[config.mk]
export PLATFORM = sky130hd
export DESIGN_NAME = fetch_unit
export DESIGN_NICKNAME = d
export VERILOG_FILES = /design/src/rtl/riscv_pkg.sv /design/src/rtl/inst_fifo.sv /design/src/rtl/fetch_unit.sv
export SDC_FILE = /design/constraint.sdc
export NUM_CORES = 1
export LEC_CHECK = 0
export CELL_PAD_IN_SITES_DETAIL_PLACEMENT = 0
export CELL_PAD_IN_SITES_GLOBAL_PLACEMENT = 2
export CORE_ASPECT_RATIO = 0.5
export CORE_UTILIZATION = 39
export DETAILED_ROUTE_END_ITERATION = 12
export GPL_TIMING_DRIVEN = 0
export PLACE_DENSITY = 0.82
export SKIP_CTS_REPAIR_TIMING = 1
export SYNTH_ARGS = -nofsm -noshare
export SYNTH_HDL_FRONTEND = slang
export SYNTH_SLANG_ARGS = --single-unit
[constraint.sdc]
create_clock -name clock -period 7.8 [get_ports clock]
set_input_delay 1.17 -clock clock [delete_from_list [all_inputs] [get_ports clock]]
set_output_delay 1.17 -clock clock [all_outputs]
set_load 0.03 [all_outputs]
[src/rtl/riscv_pkg.sv]
// Shared front-end definitions: fetch FSM states, reset PC default,
// instruction field positions and the base opcode map.
package riscv_pkg;

  localparam logic [31:0] RESET_PC_DEFAULT = 32'h0000_0000;

  localparam int unsigned OPCODE_LSB = 0;
  localparam int unsigned OPCODE_MSB = 6;
  localparam int unsigned FUNCT3_LSB = 12;
  localparam int unsigned FUNCT3_MSB = 14;
  localparam int unsigned FUNCT7_LSB = 25;
  localparam int unsigned FUNCT7_MSB = 31;

  typedef enum logic [1:0] {
    ST_IDLE  = 2'd0,
    ST_FETCH = 2'd1,
    ST_FLUSH = 2'd2
  } fetch_state_e;

  typedef enum logic [6:0] {
    OP_LOAD   = 7'b0000011,
    OP_IMM    = 7'b0010011,
    OP_AUIPC  = 7'b0010111,
    OP_STORE  = 7'b0100011,
    OP_REG    = 7'b0110011,
    OP_LUI    = 7'b0110111,
    OP_BRANCH = 7'b1100011,
    OP_JALR   = 7'b1100111,
    OP_JAL    = 7'b1101111,
    OP_SYSTEM = 7'b1110011
  } opcode_e;

  typedef struct packed {
    logic [31:0] pc;
    logic [31:0] inst;
  } fetch_entry_t;

endpackage

[src/rtl/inst_fifo.sv]
// Synchronous circular FIFO with a same-edge flush; used for the
// instruction queue and for the in-order pc queue of in-flight requests.
module inst_fifo #(
  parameter int unsigned WIDTH = 64,
  parameter int unsigned DEPTH = 2
) (
  input  logic                             clock,
  input  logic                             reset,
  input  logic                             flush,
  input  logic                             push,
  input  logic [WIDTH-1:0]                 push_data,
  input  logic                             pop,
  output logic [WIDTH-1:0]                 pop_data,
  output logic                             full,
  output logic                             empty,
  output logic [$clog2(DEPTH + 1)-1:0]     count
);

  localparam int unsigned AW = (DEPTH > 1) ? $clog2(DEPTH) : 1;
  localparam int unsigned CW = $clog2(DEPTH + 1);

  logic [WIDTH-1:0] r_mem [DEPTH];
  logic [AW-1:0]    r_wr_ptr;
  logic [AW-1:0]    r_rd_ptr;
  logic [CW-1:0]    r_count;
  logic             w_do_push;
  logic             w_do_pop;

  function automatic logic [AW-1:0] ptr_inc(input logic [AW-1:0] p);
    return (p == AW'(DEPTH - 1)) ? '0 : p + AW'(1);
  endfunction

  assign full      = (r_count == CW'(DEPTH));
  assign empty     = (r_count == '0);
  assign count     = r_count;
  assign pop_data  = r_mem[r_rd_ptr];
  assign w_do_push = push && !full;
  assign w_do_pop  = pop && !empty;

  always_ff @(posedge clock or negedge reset) begin
    if (!reset) begin
      r_wr_ptr <= '0;
      r_rd_ptr <= '0;
      r_count  <= '0;
    end else if (flush) begin
      r_wr_ptr <= '0;
      r_rd_ptr <= '0;
      r_count  <= '0;
    end else begin
      if (w_do_push) r_wr_ptr <= ptr_inc(r_wr_ptr);
      if (w_do_pop)  r_rd_ptr <= ptr_inc(r_rd_ptr);
      case ({w_do_push, w_do_pop})
        2'b10:   r_count <= r_count + CW'(1);
        2'b01:   r_count <= r_count - CW'(1);
        default: r_count <= r_count;
      endcase
    end
  end

  // Storage needs no reset: entries are only visible once counted.
  always_ff @(posedge clock) begin
    if (w_do_push && !flush) r_mem[r_wr_ptr] <= push_data;
  end

endmodule

[src/rtl/fetch_unit.sv]
// Instruction fetch front end: issues word fetches, queues in-order responses
// with their pcs for decode, and flushes/discards on redirect.
module fetch_unit
  import riscv_pkg::*;
#(
  parameter logic [31:0] RESET_PC = RESET_PC_DEFAULT,
  parameter int unsigned MAX_OUT  = 2
) (
  input  logic        clock,
  input  logic        reset,
  output logic        imem_req_valid,
  input  logic        imem_req_ready,
  output logic [31:0] imem_req_addr,
  input  logic        imem_rsp_valid,
  input  logic [31:0] imem_rsp_data,
  input  logic        redirect,
  input  logic [31:0] redirect_pc,
  input  logic        stall,
  output logic        inst_valid,
  output logic [31:0] inst,
  output logic [31:0] inst_pc,
  output logic [6:0]  opcode,
  output logic [2:0]  funct3,
  output logic [6:0]  funct7
);

  localparam int unsigned CW = $clog2(MAX_OUT + 1);
  localparam int unsigned SW = CW + 1;

  fetch_state_e  r_state;
  fetch_state_e  w_state_nxt;
  logic [31:0]   r_fetch_pc;
  logic [31:0]   w_fetch_pc_nxt;
  logic [CW-1:0] r_outstanding;
  logic [CW-1:0] w_outstanding_nxt;
  logic [CW-1:0] r_discard;
  logic [CW-1:0] w_discard_nxt;
  logic          w_req_valid;
  logic          w_accept;
  logic          w_push;
  logic          w_pop;
  logic          w_flush;
  logic          w_inst_valid;
  logic [CW-1:0] w_count;
  logic [CW-1:0] w_pc_count;
  logic          w_full;
  logic          w_empty;
  logic          w_pc_full;
  logic          w_pc_empty;
  logic [31:0]   w_pc_head;
  logic [31:0]   w_redirect_pc;
  logic [SW-1:0] w_inflight;
  fetch_entry_t  w_head;
  fetch_entry_t  w_push_entry;
  logic          w_unused;

  assign w_redirect_pc = {redirect_pc[31:2], 2'b00};
  assign w_inflight    = SW'(r_outstanding) + SW'(w_count);
  assign w_inst_valid  = !w_empty;
  assign w_push_entry  = '{pc: w_pc_head, inst: imem_rsp_data};

  always_ff @(posedge clock or negedge reset) begin
    if (!reset) begin
      r_state       <= ST_IDLE;
      r_fetch_pc    <= RESET_PC;
      r_outstanding <= '0;
      r_discard     <= '0;
    end else begin
      r_state       <= w_state_nxt;
      r_fetch_pc    <= w_fetch_pc_nxt;
      r_outstanding <= w_outstanding_nxt;
      r_discard     <= w_discard_nxt;
    end
  end

  // Redirect wins over any same-cycle handshake, push or pop.
  always_comb begin
    w_state_nxt       = r_state;
    w_fetch_pc_nxt    = r_fetch_pc;
    w_outstanding_nxt = r_outstanding;
    w_discard_nxt     = r_discard;
    w_req_valid       = 1'b0;
    w_accept          = 1'b0;
    w_push            = 1'b0;
    w_pop             = 1'b0;
    w_flush           = 1'b0;
    case (r_state)
      ST_IDLE: begin
        w_state_nxt = ST_FETCH;
      end
      ST_FETCH: begin
        w_req_valid = !redirect && (w_inflight < SW'(MAX_OUT));
        w_accept    = w_req_valid && imem_req_ready;
        if (redirect) begin
          w_flush           = 1'b1;
          w_fetch_pc_nxt    = w_redirect_pc;
          w_outstanding_nxt = '0;
          w_discard_nxt     = r_outstanding - CW'(imem_rsp_valid);
          if (r_outstanding != '0) w_state_nxt = ST_FLUSH;
        end else begin
          w_pop  = w_inst_valid && !stall;
          w_push = imem_rsp_valid;
          if (w_accept) w_fetch_pc_nxt = r_fetch_pc + 32'd4;
          w_outstanding_nxt = r_outstanding + CW'(w_accept) - CW'(imem_rsp_valid);
        end
      end
      ST_FLUSH: begin
        if (imem_rsp_valid && (r_discard != '0)) w_discard_nxt = r_discard - CW'(1);
        if (redirect) w_fetch_pc_nxt = w_redirect_pc;
        if (w_discard_nxt == '0) w_state_nxt = ST_FETCH;
      end
      default: begin
        w_state_nxt = ST_IDLE;
      end
    endcase
  end

  inst_fifo #(.WIDTH(64), .DEPTH(MAX_OUT)) u_inst_q (
    .clock     (clock),
    .reset     (reset),
    .flush     (w_flush),
    .push      (w_push),
    .push_data (w_push_entry),
    .pop       (w_pop),
    .pop_data  (w_head),
    .full      (w_full),
    .empty     (w_empty),
    .count     (w_count)
  );

  // Addresses of accepted requests, consumed in order by their responses.
  inst_fifo #(.WIDTH(32), .DEPTH(MAX_OUT)) u_pc_q (
    .clock     (clock),
    .reset     (reset),
    .flush     (w_flush),
    .push      (w_accept),
    .push_data (r_fetch_pc),
    .pop       (w_push),
    .pop_data  (w_pc_head),
    .full      (w_pc_full),
    .empty     (w_pc_empty),
    .count     (w_pc_count)
  );

  assign imem_req_valid = w_req_valid;
  assign imem_req_addr  = r_fetch_pc;
  assign inst_valid     = w_inst_valid;
  assign inst           = w_inst_valid ? w_head.inst : '0;
  assign inst_pc        = w_inst_valid ? w_head.pc : '0;
  assign opcode         = inst[OPCODE_MSB:OPCODE_LSB];
  assign funct3         = inst[FUNCT3_MSB:FUNCT3_LSB];
  assign funct7         = inst[FUNCT7_MSB:FUNCT7_LSB];

  assign w_unused = &{1'b0, redirect_pc[1:0], w_full, w_pc_full, w_pc_empty, w_pc_count};

endmodule

==> results.cfg, run 1 <==
[setup_path]
reg2reg_depth = 8
startpoint = u_inst_q.r_rd_ptr
required_ns = 6.63
reg2reg_setup_slack_ns = 4.62
r2r-end = imem_req_addr[13]
slowest_stage = buf_1
cp_data_arrival_time_ns = 3.33
startpoint_type = flip-flop
crit_path_end_kind = primary output
worstPathCellList = clkbuf_1 -> buf_1 -> mux2i_1 -> nor2_1 -> clkdlybuf4s50_1
path_class = flip-flop to primary output
slowest_delay_ns = 0.83
setup.worst_path.end = inst_pc[12]
crit_fanout = 10
worstReg2RegStart = u_inst_q.count[0]

[global_route]
overflow = 0
antenna_found_initial = 0
grt_use_met3_pct = 2.67
grt-busiest-layer = met2
track_usage_pct = 19.0
grt_use_met1_pct = 26.5
grt_util_met2_pct = 31.3
grt_max_degree = 31
grt_pass1_vias = 6390
grt_pass1_wl_mm = 37.4

[timing]
finalSetupViolCount = 0
finalHoldViolCount = 0
period_share_pct = 57.7
min_period_ns = 4.50
fmax_mhz = 222
tns_ns = 0
worst_pin_slew_ns = 1.02
fin_hold_ws_ns = 0.536
rsz0062_at_grt = no
report.final.slew_viol_count = 0
skew_ns = 0.0222
slew_headroom_pct = 31.7

[synth]
async_flop_share_pct = 19.3
ys_ff_latch = 228
syn_inst = 719
yosysTopAreaCell = edfxtp_1
synth_edf_count = 184
synth_warnings = 0
ys_top_cells_by_count = edfxtp_1 (184), nor2_1 (97), mux2i_1 (66)
synth_most_common_cell = edfxtp_1
ys_types = 64
synthFlopType = edfxtp_1
syn-cell-area_sq_mm = 0.00987
ys_seq_area_share_pct = 67.1
synthTopCellsByArea = edfxtp_1 (56%), dfrtp_1 (11%), mux2i_1 (6.7%), nor2_1 (3.7%), mux2_2 (3.5%)
syn_avg_cell_area_sq_um = 13.7
synth_top_area_share_pct = 56.0

[placed_design]
dp.cells = 1241
place_congestion = 0.824
hpwl_mm = 17.4
portBuffers = 177

[cells_and_area]
drive_gt1_share_pct = 12.0
num-nets-final = 1009
fillers = 2086
area_growth_syn_to_layout_pct = 30.9
diodes = 0
fin_cells = 1278

[power_and_ir_drop]
peakVddDrop_uv = 145
p_switching_mw = 2.08
combPwrFrac_pct = 45.1
p_int_mw = 3.17
p_leak_nw = 4.46
seqPwrFrac_pct = 34.3
pwr-share-clk_pct = 20.6
power_density_mw_per_mm2 = 406
swShare_pct = 39.6

[clocking]
cts_tree = yes
cts_buffers = 21
clk-insertion-delay-late_ns = 0.50
clk_pin_slew_ns = 0.07
ctsLongestPathBuffers = 3
clock-sinks = 228
htreeDepth = 1
root_buffer = clkbuf_16

[floorplanning]
die_height_microns = 114
io_pins = 185
core_area_sq_mm = 0.0244
die_area_sq_mm = 0.0260
dieWidth_microns = 227
initial_utilization_pct = 40.4
rows = 40

[route]
totalWireLength_mm = 24.4
dr.pass1.iters = 5
dr_total_vias = 6464
routedWlPerCell_microns = 19.1
via_per_inst = 5.06
drt.antenna.violating_nets = 0
drt_drc_violations_left = 0
drt-initial-drc-count = 418

[hold_path]
worst_hold_path_type = flip-flop to flip-flop

[job]
maxCapViolations = 0

[status]
status = complete, no violations
-- worst min path at each step --
stage | start | endpoint | slack (ns) | depth (start not counted)
after floorplan | r_discard[1] | r_discard[1] | 0.47 | 2
after global placement | imem_req_addr[28] | u_pc_q.r_mem[0][28] | 0.49 | 0
after global routing | imem_req_addr[28] | u_pc_q.r_mem[1][28] | 0.55 | 0
after CTS | imem_req_addr[28] | u_pc_q.r_mem[1][28] | 0.52 | 0
final | imem_req_addr[31] | u_pc_q.r_mem[0][31] | 0.54 | 0
after detailed placement | imem_req_addr[28] | u_pc_q.r_mem[1][28] | 0.50 | 0
-- kinds of logic after synthesis --
kind of cell	synth area share (%)
buffers and inverters	3.93
xor gates and xnor gates	0.621
AOI/OAI and AO/OA	7.34
and+or+nand+nor	9.22
other	0.0380
DFF	67.1
muxes	10.2
adders and majority gates	1.47
-- state kept, by name, indices dropped and copies added, names as in the netlist --
signal	count
imem_req_addr	30
r_discard	2
r_outstanding	2
r_state	2
u_inst_q.count	2
u_inst_q.r_mem	124
u_inst_q.r_rd_ptr	1
u_inst_q.r_wr_ptr	1
u_pc_q.count	2
u_pc_q.r_mem	60
u_pc_q.r_rd_ptr	1
u_pc_q.r_wr_ptr	1
-- power groups by stage --
stage | clock (mW) | combinational (mW) | sequential [mW]
2_1_floorplan | 0 | 1.35 | 1.90
3_3_place_gp | 0 | 2.33 | 1.82
3_5_place_dp | 0 | 2.38 | 1.82
4_1_cts | 1.11 | 2.39 | 1.80
5_1_grt | 1.15 | 2.54 | 1.83
6_report | 1.08 | 2.37 | 1.80
-- per-stage QoR --
| stage | power [mW] | utilization, % | setup WS (ns) | instance area (sq um) |
|---|---|---|---|---|
| final | 5.24 | 52.9 | 3.30 | 12900 |
| after global routing | 5.52 | 52.9 | 3.14 | 12900 |
| after CTS | 5.29 | 52.9 | 3.22 | 12900 |
| after detailed placement | 4.20 | 50.0 | 3.76 | 12200 |
| after global placement | 4.15 | 49.4 | 0.528 | 12100 |
| after floorplan | 3.25 | - | 2.88 | 9880 |
-- worst max-delay path, delay by kind of cell, from the launching register on --
family,cells,cell delay (ns)
buf+inv,3,2.10
flops,1,0.32
mux,1,0.26
simple gates,1,0.15
-- cell usage in the layout (no fill, tap or decap), drive strengths merged, types with 3 or more instances in the layout --
cell,count
a211oi,4
a21o,3
a21oi,32
a2bb2oi,3
a31oi,6
and3,7
buf,41
bufinv,4
clkbuf,47
clkdlybuf4s50,176
clkinv,7
conb,4
dfrtp,44
edfxtp,184
ha,10
inv,22
mux2,31
mux2i,66
nand2,24
nand3,18
nand4,8
nor2,97
nor2b,3
nor3,12
nor3b,3
nor4,3
o21ai,17
o22a,3
o22ai,14
o31a,4
o32ai,5
or3,3
xnor2,6
-- per-layer routing --
| layer | part of all wire [%] | routed length (microns) |
|---|---|---|
| met4 | 2.2 | 549 |
| met3 | 4.7 | 1160 |
| met5 | 0 | 0 |
| met1 | 45 | 11100 |
| met2 | 48 | 11600 |
-- final cells by class --
| cell class | count | area [sq um] | share of cell area, % |
|---|---|---|---|
| flip-flops and latches | 228 | 6630 | 51.3 |
| multi-input cells | 417 | 2890 | 22.3 |
| repair buffers | 183 | 1880 | 14.6 |
| clock buffers | 26 | 554 | 4.29 |
| well taps | 336 | 420 | 3.25 |
| plain buffers | 55 | 305 | 2.36 |
| clock inverters | 11 | 166 | 1.29 |
| inverters | 22 | 82.6 | 0.639 |
Power figures use the tool's default switching activity.
==> inputs of run 2 (changes only) <==
Settings changed: CORE_UTILIZATION 39 to 36, PLACE_DENSITY 0.82 to 0.76.
Clock period 7.8 ns to 4.2 ns, I/O delays scaled along.
==> results.cfg, run 2 (synthesis results as in run 1) <==
[status]
status = complete, no violations

[timing]
skew_ns = 0.0142
finalHoldViolCount = 0
report.final.slew_viol_count = 0
finalSetupViolCount = 0
min_period_ns = 4.05
rsz0062_at_grt = no
fmax_mhz = 247
period_share_pct = 96.4
worst_pin_slew_ns = 0.970
slew_headroom_pct = 35.1
tns_ns = 0

[cells_and_area]
fillers = 2372
regMostFlops = u_inst_q.r_mem
regArea_sq_mm = 0.00663
diodes = 0
final_cell_mix = edfxtp_1 (184), clkdlybuf4s50_1 (176), nor2_1 (94)
area_growth_syn_to_layout_pct = 31.9
final_util_pct = 48.7
final_common_cell = edfxtp_1
final_area_sq_mm = 0.0130
fin_cells = 1298
num-nets-final = 1010
drive_gt1_share_pct = 12.5
largest_register_ffs = 124
multiInputGateArea_sq_mm = 0.00289

[floorplanning]
initial_utilization_pct = 37.0
dieWidth_microns = 236
die_height_microns = 119
io_pins = 185
core_area_sq_mm = 0.0267
rows = 42
die_area_sq_mm = 0.0281

[global_route]
grt_pass1_vias = 6422
grt_max_degree = 31
track_usage_pct = 18.0
grt_pass1_wl_mm = 38.5
antenna_found_initial = 1
overflow = 0

[route]
drt_drc_violations_left = 0
dr_total_vias = 6479
via_per_inst = 4.99
dr.pass1.iters = 5
totalWireLength_mm = 25.2
routedWlPerCell_microns = 19.4
drt.antenna.violating_nets = 0
drt-initial-drc-count = 427

[setup_path]
worstPathCellList = clkbuf_1 -> clkdlybuf4s15_1 -> mux2i_1 -> nor2_1 -> clkdlybuf4s50_1
required_ns = 3.57
path_class = flip-flop to primary output
cp_data_arrival_time_ns = 3.42
slowest_delay_ns = 0.84
slowest_stage = clkdlybuf4s15_1
startpoint_type = flip-flop
crit_fanout = 10
crit_path_end_kind = primary output

[clocking]
htreeDepth = 1
clk_pin_slew_ns = 0.07
ctsLongestPathBuffers = 3
cts_buffers = 23
clock-sinks = 228
clk-insertion-delay-late_ns = 0.53
root_buffer = clkbuf_16
cts_tree = yes

[placed_design]
portBuffers = 177
place_congestion = 0.791
dp.cells = 1256
hpwl_mm = 17.5
placed_cell_area_sq_mm = 0.0122

[job]
maxCapViolations = 0

[power_and_ir_drop]
p_leak_nw = 4.49
power_density_mw_per_mm2 = 760
peakVddDrop_uv = 262

[hold_path]
worst_hold_path_type = input pin to asynchronous set/reset pin
run 2: per-stage QoR:
stage	hold slack, ns	total power [mW]	setup slack, ns
after floorplan	0.334	6.03	-0.184
after global placement	0.484	7.74	-2.64
after detailed placement	0.502	7.81	0.625
after CTS	0.0518	9.98	0.0617
after global routing	0.0654	10.4	0.00131
final	0.0627	9.89	0.151
run 2: final timing paths:
kind	endpoint	depth (start not counted)	slack, ns	from
worst max-delay path	inst_pc[12]	5	0.15	u_inst_q.r_rd_ptr
worst min-delay path	u_inst_q.count[0]	1	0.06	reset
worst max register to register	u_inst_q.r_mem[0][17]	7	0.98	r_state[1]
worst min register to register	u_pc_q.r_mem[0][28]	0	0.51	imem_req_addr[28]
max in group asynchronous	imem_req_addr[29]	2	3.60	reset
min in group clock	u_pc_q.r_mem[0][28]	0	0.51	imem_req_addr[28]
run 2: metal layers:
metal | GRT usage [%] | routed length (microns) | up-vias
li1 | - | - | 3084
met1 | 24.9 | 11700 | 3213
met2 | 29.6 | 12000 | 156
met3 | 3.13 | 1100 | 26
met4 | 4.02 | 392 | 0
met5 | 0 | 0 | -
run 2: area by class of cell:
| cell class | instances | share of cell area (%) |
|---|---|---|
| Clock buffer | 29 | 4.83 |
| Sequential cell | 228 | 50.9 |
| Timing Repair Buffer | 182 | 14.4 |
| Buffer | 55 | 2.39 |
| Clock inverter | 13 | 1.26 |
| Multi-Input combinational cell | 417 | 22.2 |
| Tap cell | 352 | 3.38 |
| Inverter | 22 | 0.635 |
run 2: critical path: cells and delay by family, from the launching register on:
family	cells	cell delay, ns
simple gates	1	0.15
mux	1	0.26
buf+inv	3	2.15
flops	1	0.32
run 2: power breakdown:
group	leakage [nW]	internal [mW]	switching (mW)
clock	0.386	1.26	0.906
combinational	1.94	1.75	2.65
sequential	2.17	2.93	0.404
total	4.49	5.93	3.96
==> patch 1 (config.mk and constraints of run 2) <==
Reset style: synchronous (`reset`), changed in 2 clocked blocks.
--- a/src/rtl/inst_fifo.sv
+++ b/src/rtl/inst_fifo.sv
@@ -37,7 +37,7 @@
   assign w_do_push = push && !full;
   assign w_do_pop  = pop && !empty;
 
-  always_ff @(posedge clock or negedge reset) begin
+  always_ff @(posedge clock) begin
     if (!reset) begin
       r_wr_ptr <= '0;
       r_rd_ptr <= '0;
--- a/src/rtl/fetch_unit.sv
+++ b/src/rtl/fetch_unit.sv
@@ -59,7 +59,7 @@
   assign w_inst_valid  = !w_empty;
   assign w_push_entry  = '{pc: w_pc_head, inst: imem_rsp_data};
 
-  always_ff @(posedge clock or negedge reset) begin
+  always_ff @(posedge clock) begin
     if (!reset) begin
       r_state       <= ST_IDLE;
       r_fetch_pc    <= RESET_PC;
Formal check against the unedited RTL: differs if reset is asserted again (counterexample within 4 cycles, from zero or initial values and one cycle with reset low); with reset held inactive, the same outputs for 4 cycles.
==> patch 1 against run 2 <==
Sequential cell count increased by 2. Routed wire length rose by 2.2%. Largest cell class unchanged. Area after synthesis decreased by 0.86%. Highest routed layer unchanged. Final area shrank 0.82%. Count of clock-buffer cells in the layout up 2. Synthesized cell count up 3.6%. Hold slack improved by 0.44 ns. Clock skew grew 0.0064 ns. Core utilization decreased by 0.11 points. Worst setup slack gained 0.16 ns. Via count rose by 3.4%.
Power is not compared: it rests on default switching activity, and its combinational part moved more than twofold at a synthesized area within 25%.
==> patch 1: results (changes against run 2) <==
Clock tree
  – Root Driver: clkbuf_16
  – CTS Buf Count: 22 (-4.3%)
  – Clk buf depth: 3 (unchanged)
  – H-tree levels: 1 (unchanged)

Global route
  – First-pass GRT wire length: 39400 um (+2.4%)
  – Vias in the first global route: 6557 (+2.1%)
  – Met3 GRT Util: 3.69% (+0.56 points)
  – Pin count of the biggest net entering global routing: 31 (unchanged)
  – GR Util All Layers: 18.5% (+0.48 points)
  – Initial antenna violation count: 0 (-1)
  – Met1 Usage GRT: 24.7% (-0.22 points)
  – GR Layer Usage met2: 30.6% (+0.97 points)

Synthesis
  – Count of cell types in the netlist: 63 (-1.6%)
  – Ys async rst share: 0% (-19 points)
  – Largest cells by area after synthesis: edfxtp_1 56%, dfxtp_1 9.4%, mux2i_1 6.4%, nor2_1 4.1%, mux2_2 3.5%
  – Post-synthesis mux area share: 9.90% (-0.33 points)
  – Post-Synth Adder-Cell Area: 1.48% (+0.013 points)
  – Synth Area in XOR/XNOR: 0.895% (+0.27 points)
  – Post-synth top cells: 184 x edfxtp_1, 106 x nor2_1, 63 x mux2i_1
  – Post-synth EDFFs: 184 (unchanged)
  – Synthesized netlist cell count: 745 (+3.6%)
  – Sequential element share of the synthesized area: 65.9% (-1.3 points)
  – Compound-Gate Fraction of Synth Area: 8.24% (+0.90 points)

Worst setup path
  – CP peak stage delay: 0.66 ns (-0.18 ns)
  – FF-to-FF End: u_pc_q.r_mem[1][17]
  – Worst R2R Path Depth: 7 (unchanged)
  – Critical R2R Launch: u_inst_q.count[0]
  – Worst path arrival time: 3.26 ns (-0.16 ns)
  – FF-to-FF setup slack: 0.91 ns (-0.07 ns)
  – Worst Path Max Fanout: 10 (unchanged)
  – Crit-path slowest cell: clkbuf_1

Power and ir drop
  – P_seq: 3.05 mW
  – P_sw: 2.25 mW
  – Clock Power Share: 29.1%
  – Peak supply drop: 0.000266 V

Layout
  – Antenna cells: 0 (unchanged)
  – Layout Nets: 1037 (+2.7%)
  – Share of layout cells above drive strength 1: 11.4% (-1.1 points)

Hold path
  – Hold worst-path end: r_state[1]
  – Hold Crit Class: reg -> reg
  – Hold path cells: 2

STA
  – Worst clock skew: 0.0207 ns (+0.00642 ns)
  – Fin Hold WS: 0.504 ns (+0.441 ns)
  – Slew @ Worst Pin: 0.869 ns (-0.101 ns)

Route
  – M1 WL: 11500 um (-1.4%)
  – Via/cell ratio: 5.06 (+1.4%)
  – Via Count: 6702 (+3.4%)
  – First-iteration detailed-routing DRC count: 414 (-3.0%)
  – Metal2 WL: 12300 um (+2.7%)
  – Total Wirelength: 25800 um (+2.2%)
  – Met3 WL: 1290 um (+17%)

Placed design
  – Pre-CTS setup slack: 0.759 ns (+0.135 ns)
  – Dpl cells: 1284 (+2.2%)
  – Post-DP HPWL: 18400 um (+4.9%)
  – Placed inst area: 12200 um2 (-0.27%)
  – # port buffers: 178 (+0.56%)
  – Routability cong.: 0.808 (+2.1%)

Outcome
  – Status: finished clean

Floorplan
  – Die ar.: 27900 um2 (-0.85%)
patch 1: changes by cell type in the layout (fill, tap and decap cells not counted), moves of 7 or more:
cell / change
clkbuf_1: +9
dfrtp_1: -44
o22ai_1: -14
dfxtp_1: +46
nor2_1: +7
o21ai_0: +23
patch 1: area by class of cell:
class | instances | area, um2
Clock buffer | 31 | 614
Clock inverter | 9 | 106
Buffer | 55 | 290
Tap cell | 352 | 440
Timing Repair Buffer | 184 | 1920
Multi-Input combinational cell | 446 | 3030
Inverter | 17 | 63.8
Fill cell | 2352 | 13600
Sequential cell | 230 | 6450
patch 1: worst max path at each step:
stage          slack, ns                    end  cells past startpoint       from
2_1_floorplan      -0.15   u_inst_q.r_mem[0][0]                      5   redirect
3_3_place_gp       -2.92  u_inst_q.r_mem[1][14]                      6   redirect
3_5_place_dp        0.76               inst[30]                      6  flip-flop
4_1_cts             0.20               inst[30]                      6  flip-flop
5_1_grt             0.08              opcode[0]                      6  flip-flop
6_report            0.31              opcode[0]                      6  flip-flop
==> patch 2 (flow settings as in run 2) <==
Without the edit above. Encoding of `fetch_state_e`: now one-hot (3 bits for 3 states).
--- a/src/rtl/riscv_pkg.sv
+++ b/src/rtl/riscv_pkg.sv
@@ -11,10 +11,10 @@
   localparam int unsigned FUNCT7_LSB = 25;
   localparam int unsigned FUNCT7_MSB = 31;
 
-  typedef enum logic [1:0] {
-    ST_IDLE  = 2'd0,
-    ST_FETCH = 2'd1,
-    ST_FLUSH = 2'd2
+  typedef enum logic [2:0] {
+    ST_IDLE  = 3'b001,
+    ST_FETCH = 3'b010,
+    ST_FLUSH = 3'b100
   } fetch_state_e;
 
   typedef enum logic [6:0] {
Formal check against the unedited RTL: no difference found for any inputs over 4 cycles, from zero or initial values and one cycle with reset low; so few cycles prove little.
==> patch 2 against run 2 <==
Routed wire length is 0.77% lower. Combinational power shrank 10%. Worst setup slack worse by 0.017 ns. Clock skew is 0.0021 ns lower. Sequential cell count rose by 1. Cell count increased by 0.46%. Total power down 7.9%. Area after synthesis unchanged. Final area shrank 1.2%. Hold slack got worse by 0.032 ns. Core utilization decreased by 0.59 points. Critical endpoint is now inst[28]. Largest power group unchanged.
==> patch 2: results (changes against run 2) <==
STA
  – Worst clock skew: 0.0121 ns (-0.00210 ns)
  – Slew @ Worst Pin: 1.21 ns (+0.240 ns)
  – Fin Hold WS: 0.0307 ns (-0.0320 ns)

Synthesis
  – Count of cell types in the netlist: 62 (-3.1%)
  – Compound-Gate Fraction of Synth Area: 7.43% (+0.089 points)
  – Post-synth top cells: 184 x edfxtp_1, 95 x nor2_1, 63 x mux2i_1
  – Synthesized area per cell: 13.6 um2 (-1.1%)
  – Post-synth EDFFs: 184 (unchanged)
  – Post-synthesis mux area share: 9.81% (-0.42 points)
  – Ys async rst share: 19.7% (+0.35 points)
  – Post-Synth Adder-Cell Area: 0.964% (-0.51 points)
  – Synth top area share: 56.0% (unchanged)
  – Largest cells by area after synthesis: edfxtp_1 56%, dfrtp_1 11%, mux2i_1 6.4%, nor2_1 3.6%, mux2_2 3.4%
  – Sequential element share of the synthesized area: 67.4% (+0.27 points)

Clock tree
  – CTS Buf Count: 22 (-4.3%)
  – Insertion delay of the later-clocked pin in the worst-skew pair: roughly 0.52 ns
  – Root Driver: clkbuf_16
  – Worst-path clk slew: 0.07 ns (about the same)

Global route
  – Vias in the first global route: 6439 (+0.26%)
  – Initial antenna violation count: 0 (-1)
  – GR Util All Layers: 17.7% (-0.30 points)
  – GR Layer Usage met2: 30.2% (+0.59 points)
  – Pin count of the biggest net entering global routing: 32 (+3.2%)
  – Met3 GRT Util: 2.76% (-0.37 points)
  – First-pass GRT wire length: 38200 um (-0.83%)
  – Met1 Usage GRT: 23.6% (-1.3 points)

Route
  – First-iteration detailed-routing DRC count: 359 (-16%)
  – M1 WL: 11400 um (-2.4%)
  – Wire per inst: 19.2 um (-1.2%)
  – Via Count: 6521 (+0.65%)
  – Metal2 WL: 12200 um (+1.5%)

Worst setup path
  – Worst path arrival time: 3.44 ns (+0.02 ns)
  – FF-to-FF End: u_pc_q.r_mem[0][10]
  – Crit-path slowest cell: clkbuf_1
  – CP peak stage delay: 0.70 ns (-0.14 ns)
  – Critical R2R Launch: u_inst_q.count[0]
  – FF-to-FF setup slack: 0.81 ns (-0.17 ns)

Placed design
  – Dpl cells: 1265 (+0.72%)
  – Placed inst area: 12200 um2 (about the same)
  – Post-DP HPWL: 17500 um (-0.39%)
  – # port buffers: 178 (+0.56%)
  – Pre-CTS setup slack: 0.600 ns (-0.0245 ns)
  – Routability cong.: 0.804 (+1.7%)

Outcome
  – Status: finished clean

Power and ir drop
  – Peak supply drop: 0.000288 V (+9.9%)
  – Leakage: 4.41 nW (-1.8%)

Hold path
  – Hold Crit Class: in -> async

Layout
  – Final non-filler cell total: 1304 (+0.46%)
  – Fill count: 2380 (+0.34%)
  – Share of layout cells above drive strength 1: 12.0% (-0.50 points)
  – Layout Nets: 1014 (+0.40%)
==> patch 2: changes by cell type after synthesis, moves of 4 or more <==
cell and delta:
ha_1 -4, and3_1 -4, a21oi_1 +9, nand2_1 +16, clkbuf_1 -6, o31a_1 -4, nand3_1 +5, o21ai_0 +7
inv_1 -7
==> patch 2: worst max path at each step <==
stage                      start  slack, ns  depth (start not counted)                    end
6_report       u_inst_q.r_rd_ptr       0.13                          6               inst[28]
3_5_place_dp   u_inst_q.r_rd_ptr       0.60                          6               inst[28]
3_3_place_gp            redirect      -2.54                          4  u_inst_q.r_mem[0][30]
2_1_floorplan         r_state[2]      -0.03                          4   u_inst_q.r_mem[0][0]
4_1_cts        u_inst_q.r_rd_ptr       0.04                          6               inst[28]
5_1_grt        u_inst_q.r_rd_ptr       0.01                          6               inst[27]
==> patch 2: cells by family after synthesis <==
logic type	Yosys count
AND/OR/NAND/NOR	208
buffers and inverters	66
other	1
AO/OA/AOI/OAI	116
XOR/XNOR	7
multiplexers	93
adder cells (fa/ha/maj)	7
flip-flops	229
==> patch 2: worst reg2reg max path: stages (launching register included) <==
cell     delay, ns
dfrtp_1       0.43
and2_1        0.19
fa_1          0.48
nor3b_2       0.56
nand2_1       0.23
nor2_1        0.27
nand2_1       0.14
nor2_4        0.70
==> patch 2: cell type report <==
type                    count  area, um2  area share [%]
well taps                 352        440            3.43
clock inverters            10       56.3           0.438
inverters                  14       52.6           0.409
flip-flops and latches    229       6650            51.8
clock buffers              29        577            4.49
multi-input cells         435       2880            22.4
plain buffers              52        315            2.45
repair buffers            183       1880            14.6
==> patch 2: power by group <==
part	leakage, nW	switching, mW	internal [mW]
sequential	2.18	0.463	2.88
combinational	1.92	2.35	1.60
clock	0.312	0.847	0.970
total	4.41	3.66	5.45
